<file path="src/rtl/mips_pipe_pkg.sv">
// Shared MIPS pipeline definitions: forwarding codes, register-number width
// and the EX-stage bubble control record.
package mips_pipe_pkg;

  localparam int unsigned REG_W = 5;

  localparam logic [1:0] FWD_WB   = 2'b00;
  localparam logic [1:0] FWD_MEM  = 2'b01;
  localparam logic [1:0] FWD_NONE = 2'b10;

  typedef struct packed {
    logic             valid;
    logic             wbEn;
    logic             isLoad;
    logic [REG_W-1:0] wbReg;
  } ex_ctrl_t;

  localparam ex_ctrl_t EX_BUBBLE = '{valid: 1'b0, wbEn: 1'b0, isLoad: 1'b0, wbReg: '0};

endpackage

</file>
<file path="src/rtl/rd_ex_stage_fwd_mux.sv">
// Three-way operand forwarding mux; code MSB selects the latched register
// value regardless of the LSB.
module fwd_mux #(
  parameter int unsigned WIDTH = 32
) (
  input  logic [1:0]       i_sel,
  input  logic [WIDTH-1:0] i_wb,
  input  logic [WIDTH-1:0] i_mem,
  input  logic [WIDTH-1:0] i_reg,
  output logic [WIDTH-1:0] o_out
);

  always_comb begin
    o_out = i_wb;
    if (i_sel[1])      o_out = i_reg;
    else if (i_sel[0]) o_out = i_mem;
  end

endmodule

</file>
<file path="src/rtl/rd_ex_stage.sv">
// RD/EX pipeline register with EX-stage operand forwarding and the
// load-use interlock (one-cycle RD hold plus EX bubble).
module rd_ex_stage
  import mips_pipe_pkg::*;
#(
  parameter int unsigned WIDTH = 32
) (
  input  logic             clk,
  input  logic             rst_n,
  input  logic             rd_valid,
  input  logic [4:0]       rd_rs,
  input  logic [4:0]       rd_rt,
  input  logic [WIDTH-1:0] rd_rsVal,
  input  logic [WIDTH-1:0] rd_rtVal,
  input  logic [4:0]       rd_wbReg,
  input  logic             rd_wbEn,
  input  logic             rd_isLoad,
  input  logic [1:0]       rd_fwdA,
  input  logic [1:0]       rd_fwdB,
  input  logic             stall_in,
  input  logic             flush,
  input  logic [WIDTH-1:0] mem_result,
  input  logic [WIDTH-1:0] wb_result,
  output logic             stall_rd,
  output logic             ex_valid,
  output logic             ex_wbEn,
  output logic             ex_isLoad,
  output logic [4:0]       ex_wbReg,
  output logic [WIDTH-1:0] ex_opA,
  output logic [WIDTH-1:0] ex_opB
);

  ex_ctrl_t         r_ctrl;
  logic [1:0]       r_fwdA;
  logic [1:0]       r_fwdB;
  logic [WIDTH-1:0] r_rsVal;
  logic [WIDTH-1:0] r_rtVal;
  logic             w_luh;

  // $0 is hardwired to zero, so a load targeting it creates no dependency.
  always_comb begin
    w_luh = r_ctrl.valid & r_ctrl.isLoad & r_ctrl.wbEn & (r_ctrl.wbReg != '0) &
            rd_valid & ((rd_rs == r_ctrl.wbReg) | (rd_rt == r_ctrl.wbReg));
    stall_rd = stall_in | (w_luh & ~flush);
  end

  always_ff @(posedge clk or negedge rst_n) begin
    if (!rst_n) begin
      r_ctrl  <= EX_BUBBLE;
      r_fwdA  <= FWD_NONE;
      r_fwdB  <= FWD_NONE;
      r_rsVal <= '0;
      r_rtVal <= '0;
    end else if (stall_in) begin
      r_ctrl  <= r_ctrl;
    end else if (flush || w_luh) begin
      r_ctrl  <= EX_BUBBLE;
      r_fwdA  <= FWD_NONE;
      r_fwdB  <= FWD_NONE;
      r_rsVal <= '0;
      r_rtVal <= '0;
    end else begin
      r_ctrl.valid  <= rd_valid;
      r_ctrl.wbEn   <= rd_wbEn & rd_valid;
      r_ctrl.isLoad <= rd_isLoad;
      r_ctrl.wbReg  <= rd_wbReg;
      r_fwdA        <= rd_fwdA;
      r_fwdB        <= rd_fwdB;
      r_rsVal       <= rd_rsVal;
      r_rtVal       <= rd_rtVal;
    end
  end

  always_comb begin
    ex_valid  = r_ctrl.valid;
    ex_wbEn   = r_ctrl.wbEn;
    ex_isLoad = r_ctrl.isLoad;
    ex_wbReg  = r_ctrl.wbReg;
  end

  fwd_mux #(.WIDTH(WIDTH)) u_fwd_a (
    .i_sel (r_fwdA),
    .i_wb  (wb_result),
    .i_mem (mem_result),
    .i_reg (r_rsVal),
    .o_out (ex_opA)
  );

  fwd_mux #(.WIDTH(WIDTH)) u_fwd_b (
    .i_sel (r_fwdB),
    .i_wb  (wb_result),
    .i_mem (mem_result),
    .i_reg (r_rtVal),
    .o_out (ex_opB)
  );

endmodule

</file>
<file path="config.mk">
export PLATFORM = sky130hd
export DESIGN_NAME = rd_ex_stage
export DESIGN_NICKNAME = d
export VERILOG_FILES = /design/src/rtl/mips_pipe_pkg.sv /design/src/rtl/rd_ex_stage_fwd_mux.sv /design/src/rtl/rd_ex_stage.sv
export SDC_FILE = /design/constraint.sdc
export NUM_CORES = 1
export LEC_CHECK = 0
export BUFFER_PORTS_ARGS = -buffer_cell sky130_fd_sc_hd__buf_2
export CELL_PAD_IN_SITES_DETAIL_PLACEMENT = 1
export CELL_PAD_IN_SITES_GLOBAL_PLACEMENT = 1
export CORE_MARGIN = 8
export CORE_UTILIZATION = 32
export CTS_BUF_LIST = sky130_fd_sc_hd__clkbuf_4 sky130_fd_sc_hd__clkbuf_8 sky130_fd_sc_hd__clkbuf_16
export DETAILED_ROUTE_END_ITERATION = 10
export GPL_TIMING_DRIVEN = 0
export HOLD_SLACK_MARGIN = 0.05
export PLACE_DENSITY = 0.78
export SLEW_MARGIN = 20
export SYNTH_ARGS = -nofsm -noshare
export SYNTH_HDL_FRONTEND = slang
export SYNTH_SLANG_ARGS = --single-unit
</file>
<file path="constraint.sdc">
create_clock -name clk -period 2 [get_ports clk]
set_input_delay 0.4 -clock clk [delete_from_list [all_inputs] [get_ports clk]]
set_output_delay 0.4 -clock clk [all_outputs]
set_load 0.05 [all_outputs]
</file>
==> results of run 1 <==
[per-stage QoR]
| stage | cells | hold slack (ns) |
|---|---|---|
| CTS | 1062 | 0.3078 |
| finish | 1072 | 0.3192 |
| detailed placement | 1029 | 0.4025 |
| floorplan | 584 | 0.1044 |
| global route | 1072 | 0.3615 |
| global placement | 1028 | 0.4827 |
[flip-flops by register name (all words and copies together), names as in the netlist]
name / count
ex_wbEn: 1
r_fwdA: 2
ex_valid: 1
r_rsVal: 32
ex_isLoad: 1
ex_wbReg: 5
r_fwdB: 2
r_rtVal: 32
[worst min-delay path, cell delays in order]
cell	delay, ns
buf_2	0.10
nand2_1	0.05
o21ai_0	0.06
[power by group]
group	switching (W)	total [W]	internal, W	leakage [nW]
Clock	0.000654	0.00172	0.00107	0.157
Sequential	0.000151	0.00189	0.00174	0.928
Combinational	0.00217	0.00369	0.00152	3.12
Total	0.00297	0.00730	0.00433	4.21
[cell families (layout without fill, tap and decap cells)]
| logic type | after synthesis | in the layout | synth area share, % |
|---|---|---|---|
| XOR/XNOR | 10 | 10 | 1.643 |
| AND/OR/NAND/NOR | 149 | 149 | 15.75 |
| AO/OA/AOI/OAI | 220 | 220 | 29.48 |
| other | 0 | 2 | 0 |
| buffers and inverters | 65 | 331 | 5.398 |
| flip-flops | 76 | 76 | 35.72 |
| multiplexers | 64 | 64 | 12.02 |
[worst min path at each step]
stage,end,slack [ns],depth (start not counted),startpoint
final,r_rtVal[31],0.32,3,rd_rtVal[31]
after global routing,r_rtVal[31],0.36,3,rd_rtVal[31]
after CTS,r_rtVal[31],0.31,3,rd_rtVal[31]
after detailed placement,r_rtVal[20],0.40,1,rst_n
after global placement,r_rtVal[31],0.48,2,r_rtVal[31]
after floorplan,ex_isLoad,0.10,0,rst_n
[routing by layer]
| layer | track usage [%] | share of wire (%) | vias up |
|---|---|---|---|
| met5 | 0 | 0.099 | - |
| li1 | - | - | 2707 |
| met1 | 27.06 | 41 | 2865 |
| met2 | 39.18 | 50 | 204 |
| met4 | 6.819 | 3.0 | 4 |
| met3 | 5.442 | 6.0 | 45 |
[what timing repair did]
action                                  CTS  global route
hold buffers                              1             0
endpoints found under the setup margin   84           125
resized for setup                       194            91
pin swaps                                 2             4
endpoints found under the hold margin    26             0
buffers inserted                         16             5
gates cloned                              2             6
[placed cells by master, fill, tap and decap left out, types with 3 or more instances in the layout]
master,count
buf_4,19
dfrtp_2,4
nand2_1,52
buf_2,164
dfrtp_1,69
a32oi_1,3
o21ai_0,4
nand2_2,16
o21ai_2,63
mux2i_2,17
mux2i_4,9
buf_8,8
buf_6,69
clkbuf_16,17
clkbuf_8,4
nand3_1,3
xnor2_1,10
clkbuf_2,7
buf_12,7
clkbuf_1,24
a21o_1,71
mux2i_1,38
clkbuf_4,3
nor3b_1,70
a22o_1,72
[layout make-up]
cell class	instances	area, um^2	share of cell area (%)
Antenna cell	2	5.005	0.05850
Clock inverter	3	43.79	0.5118
Tap cell	220	275.3	3.217
Buffer	60	543.0	6.347
Multi-Input combinational cell	443	3613	42.23
Clock buffer	13	267.8	3.130
Inverter	2	7.507	0.08774
Sequential cell	76	1913	22.36
Timing Repair Buffer	253	1887	22.05
==> results by group, run 1 <==
STA
  • RSZ-0062 raised after global routing: yes
  • Worst slew pin tran: 0.6851 ns
  • Slew headroom: 54.33%
  • Slew Viols, Final: 0
  • Final setup violation count: 20
  • FMAX: 402.9 MHz
  • Final setup TNS: -0.9741 ns
  • Final worst slack: -0.4823 ns
  • Clk_skew: 0.009046 ns
  • Hold Fails Final Rpt: 0
  • Fin crit share: 124.1%
  • Final worst path period need: 2.482 ns

Setup path
  • Critical path launch point type: flip-flop
  • Crit-path slowest cell: or4_4
  • Crit. Startpoint: ex_wbReg[1]
  • Critical path cell sequence: or4_4, o21ai_4, buf_6, buf_8, nor2_2, a21o_1, buf_6
  • CP dominant cell by count: buf_6
  • Worst setup path endpoint: stall_rd
  • Top delay family on crit path: simple AND/OR/NAND/NOR gates
  • Internal reg-to-reg setup slack: 0.07 ns
  • Critical path fanouts, max: 2
  • WP buf/inv: 3
  • Stages on the worst setup path: 7
  • Crit end category: output port
  • R2R Path End: r_rtVal[17]
  • R2r startpoint: ex_wbReg[1]
  • FF-to-FF path depth: 6
  • Category of the most critical setup path: reg -> out
  • CP required: 1.60 ns
  • Crit-path max cell delay: 0.54 ns
  • CP arrival: 2.08 ns

Floorplanning
  • Die area: 21050 um^2
  • Initial core utilization: 32.49%
  • DIE WIDTH: 145.1 um
  • Die Y-Extent: 145.1 um
  • Boundary Pins: 227
  • Row count: 47
  • Core area: 16410 um^2

Clock tree
  • Total CTS buffers: 9
  • Clk Latency, worst-skew pair: 0.34 ns
  • Clock transition at the registers of the reported paths: 0.06 ns
  • H-Tree Depth: 3
  • Clock buffer depth: 2
  • CTS tree: done
  • Clk root buf: clkbuf_16
  • # clock sinks: 76

GRT
  • First-pass GRT wire length: 38070 um
  • Initial antenna violation count: 4
  • GR Overflow Total: 0
  • Largest net degree at the start of global routing: 43
  • Vias in the first global route: 6600
  • Total global-route track usage: 22.56%

Logic synthesis
  • Synthesized Nets: 738
  • Post-Syn Area: 5331 um^2
  • Dominant cell type by area after synthesis: dfrtp_1
  • #FFs+latches synth: 76
  • FFs w/ async S/R, synth: 100.0%
  • Count leader, synth: dfrtp_1
  • Post-synth cell types: 26
  • Post-synth EDFFs: 0
  • Avg Cell Area, Syn: 9.129 um^2
  • Top post-synthesis cells by area: dfrtp_1 (35%), mux2i_1 (12%), a22o_1 (12%)
  • Primary FF master, synth: dfrtp_1
  • Seq/Total Area, Yosys: 35.72%
  • Most frequent cells after synthesis: dfrtp_1 (74), a22o_1 (72), a21o_1 (71)
  • Ys Warns: 0
  • Top cell type's share of synthesized area: 34.73%
  • Gate Count Post-Synth: 584

Run status
  • Failing checks: setup timing
  • Status: finished, violations left

Final layout
  • Nets: 999
  • Fillers: 1857
  • Final Util: 52.15%
  • Layout cells sized above 1: 49.29%
  • Area grow syn2layout: 60.48%
  • Finished Cell Area: 8556 um^2

Job
  • Max_cap viols: 0

Pwr
  • Pwr Density: 853.6 nW/um^2
  • Pwr Total: 0.007304 W
  • Max VDD drop: 346.4 uV
  • Leak pwr: 4.205 nW

Placement
  • Hpwl dp: 17440 um
  • GPL Wtd Cong: 0.8517
  • Pre-CTS WS: -0.6880 ns
  • Placement Cell Area: 6999 um^2
  • Buffers on Ports: 224

Hold path
  • Hold Path Class: in -> reg

Detailed routing
  • Via/cell ratio: 5.434
  • Via count: 5825
  • Final WL: 25240 um
  • Final ANT Viol Nets: 0
  • Starting DRT DRC Count: 196
  • DRC Markers: 0
  • WL/cell: 23.54 um
  • DRT Pass-1 Iters: 4
Power figures use the tool's default switching activity.
==> run 2: changes to the inputs <==
--- a/config.mk
+++ b/config.mk
@@ -15,6 +15,7 @@
 export GPL_TIMING_DRIVEN = 0
 export HOLD_SLACK_MARGIN = 0.05
 export PLACE_DENSITY = 0.78
+export SKIP_CTS_REPAIR_TIMING = 1
 export SLEW_MARGIN = 20
 export SYNTH_ARGS = -nofsm -noshare
 export SYNTH_HDL_FRONTEND = slang
==> results by group, run 2 (synthesis gave the netlist of run 1 again) <==
Run status
  • Status: finished, violations left
  • Failing checks: setup timing

GRT
  • Largest net degree at the start of global routing: 43
  • First-pass GRT wire length: 35700 um
  • Total global-route track usage: 21.04%
  • Vias in the first global route: 6277
  • Met1 usage: 26.47%
  • GRT busiest layer: met2
  • Initial antenna violation count: 2
  • GR Overflow Total: 0
  • Met2 usage: 36.03%
  • GR Util met3: 4.975%

STA
  • Slew headroom: 55.37%
  • Clk_skew: 0.009652 ns
  • Worst slew pin tran: 0.6694 ns
  • Final worst path period need: 2.575 ns
  • Final setup violation count: 43
  • Fin crit share: 128.7%
  • RSZ-0062 raised after global routing: yes
  • Slew Viols, Final: 0
  • Hold Fails Final Rpt: 0
  • FMAX: 388.4 MHz
  • Final worst slack: -0.5749 ns

Final layout
  • Antenna cells: 0
  • Most frequent cells in the layout: buf_2 (165), buf_6 (75), a22o_1 (72), a21o_1 (71), nor3b_1 (70)
  • Nets: 1006
  • Leading cell type in the layout, fill and taps excluded: buf_2
  • Final Util: 52.12%
  • Area grow syn2layout: 60.38%
  • Finished Cell Area: 8551 um^2
  • Layout cells sized above 1: 49.47%

Clock tree
  • # clock sinks: 76
  • CTS tree: done
  • Total CTS buffers: 9
  • Clock transition at the registers of the reported paths: 0.06 ns
  • Clk root buf: clkbuf_16
  • H-Tree Depth: 3
  • Clock buffer depth: 2
  • Clk Latency, worst-skew pair: 0.35 ns

Setup path
  • Category of the most critical setup path: reg -> out
  • Crit end category: output port
  • CP required: 1.60 ns
  • Critical path launch point type: flip-flop
  • CP arrival: 2.17 ns
  • Critical path fanouts, max: 5

Detailed routing
  • Starting DRT DRC Count: 224
  • Via count: 5813
  • Via/cell ratio: 5.397
  • Final WL: 24640 um
  • DRT Pass-1 Iters: 4
  • WL/cell: 22.88 um
  • DRC Markers: 0
  • Final ANT Viol Nets: 0

Floorplanning
  • Initial core utilization: 32.49%
  • Die Y-Extent: 145.1 um
  • Core area: 16410 um^2
  • Row count: 47
  • Die area: 21050 um^2
  • DIE WIDTH: 145.1 um
  • Boundary Pins: 227

Hold path
  • Hold Path Class: in -> reg

Pwr
  • Max VDD drop: 365.8 uV
  • Leak pwr: 4.262 nW
  • Pwr Density: 855.0 nW/um^2
  • Pwr Total: 0.007311 W

Placement
  • Placement Cell Area: 6999 um^2
  • GPL Wtd Cong: 0.8517
  • Hpwl dp: 17440 um
  • Buffers on Ports: 224

Job
  • Max_cap viols: 0
## run 2: cell count changes in the layout (fill, tap and decap cells not counted), moves of 6 or more
cell / before / now
nand2_2: 16 / 9
buf_6: 69 / 75
nand2_4: 1 / 12
mux2i_1: 38 / 45
buf_4: 19 / 26
## run 2: layout make-up
type / instances / area (um^2)
clock inverter: 3 / 43.79
sequential: 76 / 1911
clock buffer: 13 / 267.8
tap: 220 / 275.3
inverter: 2 / 7.507
timing repair buffer: 260 / 1933
fill: 1835 / 7856
multi-input combinational: 443 / 3628
buffer: 60 / 484.2
## run 2: final timing paths
| path | from | to | slack, ns | cells after the start |
|---|---|---|---|---|
| worst min-delay path | rd_rtVal[31] | r_rtVal[31] | 0.32 | 3 |
| worst max-delay path | ex_wbReg[2] | stall_rd | -0.57 | 7 |
| worst min register to register | r_rsVal[31] | r_rsVal[31] | 0.51 | 2 |
| worst max register to register | ex_wbReg[2] | r_rtVal[7] | 0.04 | 6 |
| max in group asynchronous | rst_n | r_fwdA[1] | 0.79 | 3 |
| min in group asynchronous | rst_n | r_rtVal[26] | 0.55 | 2 |
## run 2: worst max-delay path, cell delays in order, from the launching register on
cell	delay, ns
dfrtp_2	0.42
or4_4	0.55
o21ai_4	0.24
buf_6	0.15
buf_8	0.11
nor2_2	0.03
a21o_1	0.18
buf_6	0.15
## run 2: layer usage
layer | wire [um] | up-vias
met2 | 12360 | 195
met4 | 503 | 4
met5 | 23 | -
met1 | 10340 | 2873
li1 | - | 2710
met3 | 1408 | 31
## run 2: metrics by stage
| step | setup TNS (ns) | hold slack, ns | setup slack (ns) | std cells |
|---|---|---|---|---|
| CTS | -57.50 | 0.03549 | -1.058 | 1045 |
| floorplan | -1.388 | 0.1044 | -0.3878 | 584 |
| detailed placement | -42.98 | 0.4025 | -0.6880 | 1029 |
| finish | -2.248 | 0.3163 | -0.5749 | 1077 |
| global placement | -51.81 | 0.4827 | -0.6595 | 1028 |
| global route | -4.723 | 0.3616 | -0.6394 | 1077 |
## run 2: report_power, final
group          internal, W  switching, W
clock              0.00107      0.000676
combinational      0.00151       0.00215
sequential         0.00174      0.000164
